$ cat src/rtl/bus.sv
// Multi-host, multi-device single-cycle bus interconnect.
//
// Purpose:
//   Connects NrHosts request ports to NrDevices response ports. A
//   combinational fixed-priority arbiter picks the lowest-index requesting
//   host. A combinational address decoder then picks the lowest-index device
//   whose (addr & mask) equals its base. Devices respond exactly one cycle
//   after a request. The bus remembers which host and device were involved
//   and steers that device's response back to that host on the next cycle.
//   An address that hits no device is still granted. One cycle later the
//   host sees an error response with rdata = 0.
//
// Ports:
//   clk_i, rst_i           clock, asynchronous active-high reset
//   host_req_i   [NrHosts] request strobe
//   host_gnt_o   [NrHosts] grant (combinational, same cycle as request)
//   host_addr_i  [NrHosts] request address
//   host_we_i    [NrHosts] write enable
//   host_be_i    [NrHosts] byte enables
//   host_wdata_i [NrHosts] write data
//   host_rvalid_o[NrHosts] response valid, one cycle after grant
//   host_rdata_o [NrHosts] response data (0 for non-addressed hosts)
//   host_err_o   [NrHosts] response error
//   device_req_o   [NrDevices] request to the decoded device only
//   device_addr_o  [NrDevices] selected host address, broadcast
//   device_we_o    [NrDevices] selected host write enable, broadcast
//   device_be_o    [NrDevices] selected host byte enables, broadcast
//   device_wdata_o [NrDevices] selected host write data, broadcast
//   device_rvalid_i[NrDevices] device response valid
//   device_rdata_i [NrDevices] device response data
//   device_err_i   [NrDevices] device response error
//   cfg_device_addr_base[NrDevices] address map base per device
//   cfg_device_addr_mask[NrDevices] address map mask per device

module bus #(
    parameter int unsigned NrDevices    = 1,
    parameter int unsigned NrHosts      = 1,
    parameter int unsigned DataWidth    = 32,
    parameter int unsigned AddressWidth = 32
) (
    input  logic                    clk_i,
    input  logic                    rst_i,

    input  logic                    host_req_i    [NrHosts],
    output logic                    host_gnt_o    [NrHosts],
    input  logic [AddressWidth-1:0] host_addr_i   [NrHosts],
    input  logic                    host_we_i     [NrHosts],
    input  logic [DataWidth/8-1:0]  host_be_i     [NrHosts],
    input  logic [DataWidth-1:0]    host_wdata_i  [NrHosts],
    output logic                    host_rvalid_o [NrHosts],
    output logic [DataWidth-1:0]    host_rdata_o  [NrHosts],
    output logic                    host_err_o    [NrHosts],

    output logic                    device_req_o    [NrDevices],
    output logic [AddressWidth-1:0] device_addr_o   [NrDevices],
    output logic                    device_we_o     [NrDevices],
    output logic [DataWidth/8-1:0]  device_be_o     [NrDevices],
    output logic [DataWidth-1:0]    device_wdata_o  [NrDevices],
    input  logic                    device_rvalid_i [NrDevices],
    input  logic [DataWidth-1:0]    device_rdata_i  [NrDevices],
    input  logic                    device_err_i    [NrDevices],

    input  logic [AddressWidth-1:0] cfg_device_addr_base [NrDevices],
    input  logic [AddressWidth-1:0] cfg_device_addr_mask [NrDevices]
);

    localparam int unsigned HostIdxW = (NrHosts   > 1) ? $clog2(NrHosts)   : 1;
    localparam int unsigned DevIdxW  = (NrDevices > 1) ? $clog2(NrDevices) : 1;
    localparam int unsigned BeW      = DataWidth / 8;

    // Current-cycle selection (combinational)
    logic                    host_sel_valid;
    logic [HostIdxW-1:0]     host_sel_idx;
    logic [AddressWidth-1:0] sel_addr;
    logic                    sel_we;
    logic [BeW-1:0]          sel_be;
    logic [DataWidth-1:0]    sel_wdata;
    logic                    dev_sel_valid;
    logic [DevIdxW-1:0]      dev_sel_idx;

    // Outstanding response bookkeeping
    logic                    pend_q;
    logic [HostIdxW-1:0]     host_q;
    logic [DevIdxW-1:0]      dev_q;
    logic                    dev_valid_q;

    // Response of the remembered device (or the synthesized unmapped error)
    logic                    rsp_rvalid;
    logic                    rsp_err;
    logic [DataWidth-1:0]    rsp_rdata;

    // Fixed-priority arbiter: scan downwards so the lowest index wins.
    always_comb begin
        host_sel_valid = 1'b0;
        host_sel_idx   = '0;
        for (int h = int'(NrHosts) - 1; h >= 0; h--) begin
            if (host_req_i[h]) begin
                host_sel_valid = 1'b1;
                host_sel_idx   = HostIdxW'(h);
            end
        end
    end

    // Mux the selected host's request fields.
    always_comb begin
        sel_addr  = '0;
        sel_we    = 1'b0;
        sel_be    = '0;
        sel_wdata = '0;
        for (int unsigned h = 0; h < NrHosts; h++) begin
            if (host_sel_idx == HostIdxW'(h)) begin
                sel_addr  = host_addr_i[h];
                sel_we    = host_we_i[h];
                sel_be    = host_be_i[h];
                sel_wdata = host_wdata_i[h];
            end
        end
    end

    // Address decoder: downward scan so the lowest matching device wins.
    always_comb begin
        dev_sel_valid = 1'b0;
        dev_sel_idx   = '0;
        for (int d = int'(NrDevices) - 1; d >= 0; d--) begin
            if ((sel_addr & cfg_device_addr_mask[d]) == cfg_device_addr_base[d]) begin
                dev_sel_valid = 1'b1;
                dev_sel_idx   = DevIdxW'(d);
            end
        end
    end

    // Grants: only the selected, requesting host.
    always_comb begin
        for (int unsigned h = 0; h < NrHosts; h++) begin
            host_gnt_o[h] = host_sel_valid && host_req_i[h] &&
                            (host_sel_idx == HostIdxW'(h));
        end
    end

    // Device side: request to the decoded device, payload broadcast.
    always_comb begin
        for (int unsigned d = 0; d < NrDevices; d++) begin
            device_req_o[d]   = host_sel_valid && dev_sel_valid &&
                                (dev_sel_idx == DevIdxW'(d));
            device_addr_o[d]  = sel_addr;
            device_we_o[d]    = sel_we;
            device_be_o[d]    = sel_be;
            device_wdata_o[d] = sel_wdata;
        end
    end

    // Remember who is owed a response next cycle; reset drops it.
    always_ff @(posedge clk_i or posedge rst_i) begin
        if (rst_i) begin
            pend_q      <= 1'b0;
            host_q      <= '0;
            dev_q       <= '0;
            dev_valid_q <= 1'b0;
        end else begin
            pend_q      <= host_sel_valid;
            host_q      <= host_sel_idx;
            dev_q       <= dev_sel_idx;
            dev_valid_q <= dev_sel_valid;
        end
    end

    // Pick the remembered device's response. An unmapped access answers with an error.
    always_comb begin
        rsp_rvalid = 1'b0;
        rsp_err    = 1'b0;
        rsp_rdata  = '0;
        if (dev_valid_q) begin
            for (int unsigned d = 0; d < NrDevices; d++) begin
                if (dev_q == DevIdxW'(d)) begin
                    rsp_rvalid = device_rvalid_i[d];
                    rsp_err    = device_err_i[d];
                    rsp_rdata  = device_rdata_i[d];
                end
            end
        end else begin
            rsp_rvalid = 1'b1;
            rsp_err    = 1'b1;
            rsp_rdata  = '0;
        end
    end

    // Route the response to the owed host only; everyone else sees zeros.
    always_comb begin
        for (int unsigned h = 0; h < NrHosts; h++) begin
            if (pend_q && (host_q == HostIdxW'(h))) begin
                host_rvalid_o[h] = rsp_rvalid;
                host_err_o[h]    = rsp_err;
                host_rdata_o[h]  = rsp_rdata;
            end else begin
                host_rvalid_o[h] = 1'b0;
                host_err_o[h]    = 1'b0;
                host_rdata_o[h]  = '0;
            end
        end
    end

endmodule

$ cat config.mk
export PLATFORM = sky130hd
export DESIGN_NAME = bus
export DESIGN_NICKNAME = d
export VERILOG_FILES = /design/src/rtl/bus.sv
export SDC_FILE = /design/constraint.sdc
export NUM_CORES = 1
export LEC_CHECK = 0
export ABC_AREA = 1
export BUFFER_PORTS_ARGS = -buffer_cell sky130_fd_sc_hd__buf_2
export CORE_AREA = 2 2 106 108
export CTS_CLUSTER_SIZE = 12
export DETAILED_ROUTE_END_ITERATION = 8
export DIE_AREA = 0 0 108 110
export PLACE_DENSITY = 0.51
export SKIP_CTS_REPAIR_TIMING = 1
export SYNTH_ARGS = -nofsm -noshare
export SYNTH_HDL_FRONTEND = slang
export SYNTH_SLANG_ARGS = --single-unit
$ cat constraint.sdc
create_clock -name clk_i -period 1.4 [get_ports clk_i]
set_clock_uncertainty 0.2 [all_clocks]
set_input_delay 0.21 -clock clk_i [delete_from_list [all_inputs] [get_ports clk_i]]
set_output_delay 0.21 -clock clk_i [all_outputs]
set_load 0.01 [all_outputs]
======== After elaboration in Yosys (flattened, before gate mapping) ========
Cells that the tools add are included.
Widths: inputs -> output; s select.
storage, ports and cells
  bits of input ports ..................... 170
  output and inout bits ................... 105
  register bits after elaboration ......... 2
  logic and storage cells ................. 14
operators by class
  bitwise operators ....................... 1
  eq/ne operators ......................... 1
  multiplexer cells ....................... 8
  reductions and logical operators ........ 2
operators with widths
  kind               number
  $mux 32            2
  $and 32x32->32     1
  $eq 32x32->1       1
  $mux 1             6
  $logic_and 1x1->1  2

======== Depth between registers and ports, before layout ========
Gate-level depths: netlist of run 1.
  depth in word-level cells ............... 4
  depth in mapped cells ................... 10
  depth with buffers taken out ............ 10

======== Worst setup path after synthesis of run 1 ========
Ideal clock, no wire load.
  kind .................................... input port to output port
  start ................................... input port host_addr_i[15] in the netlist's numbering
  end ..................................... output port device_req_o
  data required time ...................... 0.990 ns
  buffers on the path ..................... 0
  path slack .............................. 0.178 ns
  arrival time ............................ 0.812 ns
  stages .................................. 9
  cells stage by stage .................... nand2_1 nand2_1 nand2_1 nand3_1 nor2_1 nand2_1 nor2_1 nand2_1 nor2_2
between the ends
  word-level cells in the longest chain between the ends .. 4
ends and longest elaborated chain
  what                line  RTL
  start: declaration  46    input logic [AddressWidth-1:0] host_addr_i [NrHosts],
  $and 32x32->32      125   if ((sel_addr & cfg_device_addr_mask[d]) == cfg_device_addr_base[d]) begin
  $eq 32x32->1        125
  $mux 1              125
  $logic_and 1x1->1   143   device_req_o[d] = host_sel_valid && dev_sel_valid &&
  end: declaration    54    output logic device_req_o [NrDevices],
Every way passes these cells.

==> metrics.cfg, run 1 <==
[setup_path]
startpoint_type = flip-flop
arrival_ps = 1150
cp.required_ps = 990
crit_type = flip-flop to output port
crit_path_end_kind = output port
crit_path_max_fanout = 8

[power_and_ir_drop]
p_sw_frac = 0.360
power_density_nw_per_um2 = 277
peakVddDrop_uv = 136
p_switching_w = 0.000297
internal_power_w = 0.000528
p_clk_frac = 0.264
total_power_w = 0.000825
power_frac_seq = 0.075
p_leak_nw = 1.83
pwr-share-comb = 0.661

[route]
wl_per_cell_um = 10.0
drt_wl_total_mm = 6.12
detail_route.vias_per_cell = 3.65
vias = 2225
first_iter_violations = 70
drtPass1Iterations = 4
postRouteAntennaNets = 0
drc = 0

[grt]
grt_pass1_wl_mm = 7.61
antenna_found_initial = 0
grt.total_usage = 0.0790
overflow = 0
grt_pass1_vias = 1920
grt_max_degree = 33

[placed_design]
port_buffers = 200
gp_congestion = 0.701
place_inst = 600
hpwl_mm = 4.91

[yosys]
synth_mux_area_frac = 0
synth_cell_types = 11
yosysSeqAreaShare = 0.0310
synthAdderAreaFrac = 0
syn_inst = 327
avgSynthCellArea_um2 = 4.94
netlist_area_um2 = 1620
synth_fp_nets = 497
synth_seq_cells = 2
synth_warnings = 0
synth_xor_area_frac = 0
netlist_top_cells_area = buf_4, nand2_1, inv_1
synth-simple-area-share = 0.473
synth_compound_area_frac = 0.00619
synth_top_family_by_area = buffers and inverters
yosysTopAreaCellShare = 0.325
synth_largest_area_cell = buf_4

[floorplanning]
die_area_um2 = 11900
dieWidth_um = 108
ios = 275
fp-row-count = 38
die_y_um = 110
coreArea_um2 = 10700
start_util = 0.151

[final_layout]
antennaDiodeCount = 0
fin_nets = 641
area.growth.synth_to_final_pct = 84.4
final_layout_size_suffix_gt1_frac = 0.565
fin_cells = 609

[sta]
fin_crit_sh = 1.12
rsz0062_at_grt = true
setup_viol = 33
hold_viol_final = 0
max_slew_margin = 0.900
fmax_mhz = 639
tightest_slew_ps = 151
layout_min_cycle_time_ps = 1560
worst_slack_ps = -165
finalMaxSlewViolations = 0

[worst_hold_path]
hold_path.class = primary input to asynchronous set/reset pin

[clock_tree]
clk_path_buf_depth = 2
clkSinkCount = 2
cts_buffers = 3
clkTransAtPathRegs_ps = 30
htreeDepth = 1
cts_tree = yes
cts-root-buf = clkbuf_8

[job]
cap_viol_max_count = 0

[run_status]
violations = setup timing
status = finished, violations left

## cells in the mapped netlist
cell type	n
nor2_1	42
nand3_1	34
dfrtp_1	2
inv_1	67
nand2_1	98
nand3b_1	7
nand3_2	1
nor2_2	1
buf_2	3
a21oi_1	2
buf_4	70
## worst max-delay path, cell delays in order (launching register included)
cell and delay, ps:
dfrtp_1 390, nand2_4 120, clkbuf_16 210, nor2_4 110, buf_6 110
## registers in the layout, indices dropped and copies added (netlist names)
name         count
dev_valid_q      1
pend_q           1
## metal layers
layer  routed length (um)  up-vias  GRT usage
met5                    0        -          0
li1                     -     1172          -
met1                 2080      912     0.0751
met3                  640       12     0.0170
met2                 3310      129      0.166
met4                   85        0     0.0247
## final timing paths
path / from / to / slack (ps) / cells after the start
max: pend_q / host_rdata_o[20] / -160 / 4
min: rst_i / pend_q / 220 / 3
max in group asynchronous: rst_i / dev_valid_q / 670 / 3
min in group clk_i: host_be_i[1] / device_be_o[1] / 220 / 0
## cell usage in the layout (no fill, tap or decap), types with 3 or more instances in the layout
cell and n:
buf_2 156, buf_4 4, buf_6 46, clkbuf_8 3, inv_1 63, inv_2 4
nand2_1 91, nand2_2 6, nand3_1 29, nand3_2 6, nand3b_1 7, nor2_1 10
nor2_2 9, nor2_4 24
## cell type report
| cell class | count | area [um^2] |
|---|---|---|
| fill | 1251 | 7720 |
| timing repair buffer | 212 | 1430 |
| multi-input combinational | 185 | 1030 |
| inverter | 67 | 251 |
| tap | 140 | 175 |
| sequential | 2 | 50.0 |
| clock buffer | 3 | 41.3 |
## kinds of logic (layout without fill, tap and decap cells)
group | after synthesis | after routing
compound gates | 2 | 2
simple gates | 183 | 183
flops | 2 | 2
buf+inv | 140 | 282
## power groups by stage
| stage | combinational [W] | sequential [W] | clock [W] |
|---|---|---|---|
| floorplan | 0.000351 | 0.0000609 | 0 |
| global placement | 0.000468 | 0.0000610 | 0 |
| detailed placement | 0.000470 | 0.0000612 | 0 |
| CTS | 0.000472 | 0.0000606 | 0.000227 |
| global route | 0.000618 | 0.0000619 | 0.000239 |
| finish | 0.000545 | 0.0000617 | 0.000218 |
## through the flow
stage | instance area [um^2] | setup TNS, ps | hold WS (ps) | setup WS (ps) | utilization
final | 2980 | -4110 | 218 | -165 | 0.279
after floorplan | 1620 | 0 | -249 | 178 | -
after CTS | 2350 | -3240 | -356 | -252 | 0.220
after detailed placement | 2310 | -318 | -137 | -248 | 0.216
after global routing | 2980 | -6140 | 220 | -256 | 0.279
after global placement | 2310 | -286 | -138 | -231 | 0.216
Power figures use the tool's default switching activity.
==> inputs of run 2 (changes only) <==
--- a/config.mk
+++ b/config.mk
@@ -12,6 +12,7 @@
 export DETAILED_ROUTE_END_ITERATION = 8
 export DIE_AREA = 0 0 108 110
 export PLACE_DENSITY = 0.51
+export SETUP_SLACK_MARGIN = 0.1
 export SKIP_CTS_REPAIR_TIMING = 1
 export SYNTH_ARGS = -nofsm -noshare
 export SYNTH_HDL_FRONTEND = slang
==> run 2 against run 1 <==
The run still ends with setup timing left; clock power about the same; wire length unchanged; maximum frequency did not move; combinational power hardly changed; setup slack unchanged; flip-flop and latch count unchanged; critical endpoint unchanged.
==> metrics.cfg, run 2 (same netlist as run 1, synthesis figures left out) <==
[final_layout]
final_common_cell = buf_2
register_area_um2 = 50.0  ; unchanged
multiInputGateArea_um2 = 1030  ; unchanged
nFillCells = 1251  ; unchanged
reg_top3 = dev_valid_q: 1 flops, pend_q: 1 flops
antennaDiodeCount = 0  ; unchanged
fin_nets = 641  ; unchanged
area.growth.synth_to_final_pct = 84.4  ; unchanged
final_cell_mix = buf_2, nand2_1, inv_1
fin_util = 0.279  ; unchanged
final_layout_size_suffix_gt1_frac = 0.567  ; +0.00213

[grt]
grtUsageMet2 = 0.166  ; unchanged
grt.total_usage = 0.0790  ; unchanged
met1_usage = 0.0751  ; unchanged
grt_max_degree = 33  ; unchanged
grt_pass1_wl_mm = 7.61  ; unchanged
met3_usage = 0.0170  ; unchanged
grt_pass1_vias = 1920  ; unchanged
antenna_found_initial = 0  ; unchanged
overflow = 0  ; unchanged
busiest_layer = met2

[setup_path]
crit_type = flip-flop to output port
arrival_ps = 1150  ; about the same
crit_path_max_fanout = 8  ; unchanged
cp.required_ps = 990  ; about the same
crit_path_end_kind = output port
startpoint_type = flip-flop

[sta]
max_slew_margin = 0.900  ; unchanged
hold_viol_final = 0  ; unchanged
fmax_mhz = 639  ; unchanged
whs_ps = 218  ; unchanged
fin_crit_sh = 1.12  ; unchanged
tightest_slew_ps = 151  ; unchanged
finalMaxSlewViolations = 0  ; unchanged
setup_viol = 33  ; unchanged
layout_min_cycle_time_ps = 1560  ; unchanged
rsz0062_at_grt = true
worst_slack_ps = -165  ; unchanged
final.setup.tns_ps = -4110  ; unchanged

[route]
drc = 0  ; unchanged
detail_route.vias_per_cell = 3.65  ; unchanged
wl_per_cell_um = 10.0  ; unchanged
first_iter_violations = 70  ; unchanged
vias = 2225  ; unchanged
drtPass1Iterations = 4  ; unchanged
postRouteAntennaNets = 0  ; unchanged
drt_wl_total_mm = 6.12  ; unchanged

[clock_tree]
clk_path_buf_depth = 2  ; unchanged
cts-root-buf = clkbuf_8
cts_buffers = 3  ; unchanged
clkSinkCount = 2  ; unchanged
cts_tree = yes
htreeDepth = 1  ; unchanged
clkTransAtPathRegs_ps = 30  ; about the same

[floorplanning]
ios = 275  ; unchanged
die_y_um = 110  ; unchanged
dieWidth_um = 108  ; unchanged
coreArea_um2 = 10700  ; unchanged
start_util = 0.151  ; unchanged
die_area_um2 = 11900  ; unchanged
fp-row-count = 38  ; unchanged

[worst_hold_path]
hold_path.class = primary input to asynchronous set/reset pin

[placed_design]
dp_slack_ps = -248  ; unchanged
hpwl_mm = 4.91  ; unchanged
gp_congestion = 0.701  ; unchanged
port_buffers = 200  ; unchanged

[run_status]
violations = setup timing
status = finished, violations left

[power_and_ir_drop]
power_density_nw_per_um2 = 277  ; unchanged
peakVddDrop_uv = 136  ; unchanged
p_leak_nw = 1.83  ; -0.14%

[job]
cap_viol_max_count = 0  ; unchanged

run 2: cell counts in the layout (fill, tap and decap cells not counted):
Identical to the previous run, type by type.
run 2: path summary, 6_finish.rpt:
path                               from                to  cells after the start
min                               rst_i            pend_q                      3
max                              pend_q  host_rdata_o[20]                      4
max in group asynchronous         rst_i       dev_valid_q                      3
min in group clk_i         host_be_i[1]    device_be_o[1]                      0
run 2: final cells by class:
type,count,area share
clock buffers,3,0.0138
inverters,67,0.0843
multi-input cells,185,0.345
flip-flops and latches,2,0.0168
well taps,140,0.0587
repair buffers,212,0.481
run 2: metal layers:
layer / vias up / wire length [um]
met5: - / 0
met4: 0 / 85
met3: 12 / 640
met2: 129 / 3310
met1: 912 / 2080
li1: 1172 / -
run 2: power breakdown:
group / switching [W] / leakage, nW / internal, W
clock network: 0.0000372 / 0.0216 / 0.000181
registers: 0.00000187 / 0.0256 / 0.0000598
logic: 0.000258 / 1.78 / 0.000287
total: 0.000297 / 1.83 / 0.000528
run 2: worst max-delay path, cell delays in order, from the launching register on:
cell and delay (ps):
dfrtp_1 390, nand2_4 120, clkbuf_16 210, nor2_4 110, buf_6 110
run 2: per-stage QoR:
step                      cells  total power [W]  cell area, um^2
after detailed placement    600         0.000531             2310
after global placement      600         0.000529             2310
after floorplan             327         0.000412             1620
after CTS                   603         0.000759             2350
after global routing        609         0.000919             2980
final                       609         0.000825             2980
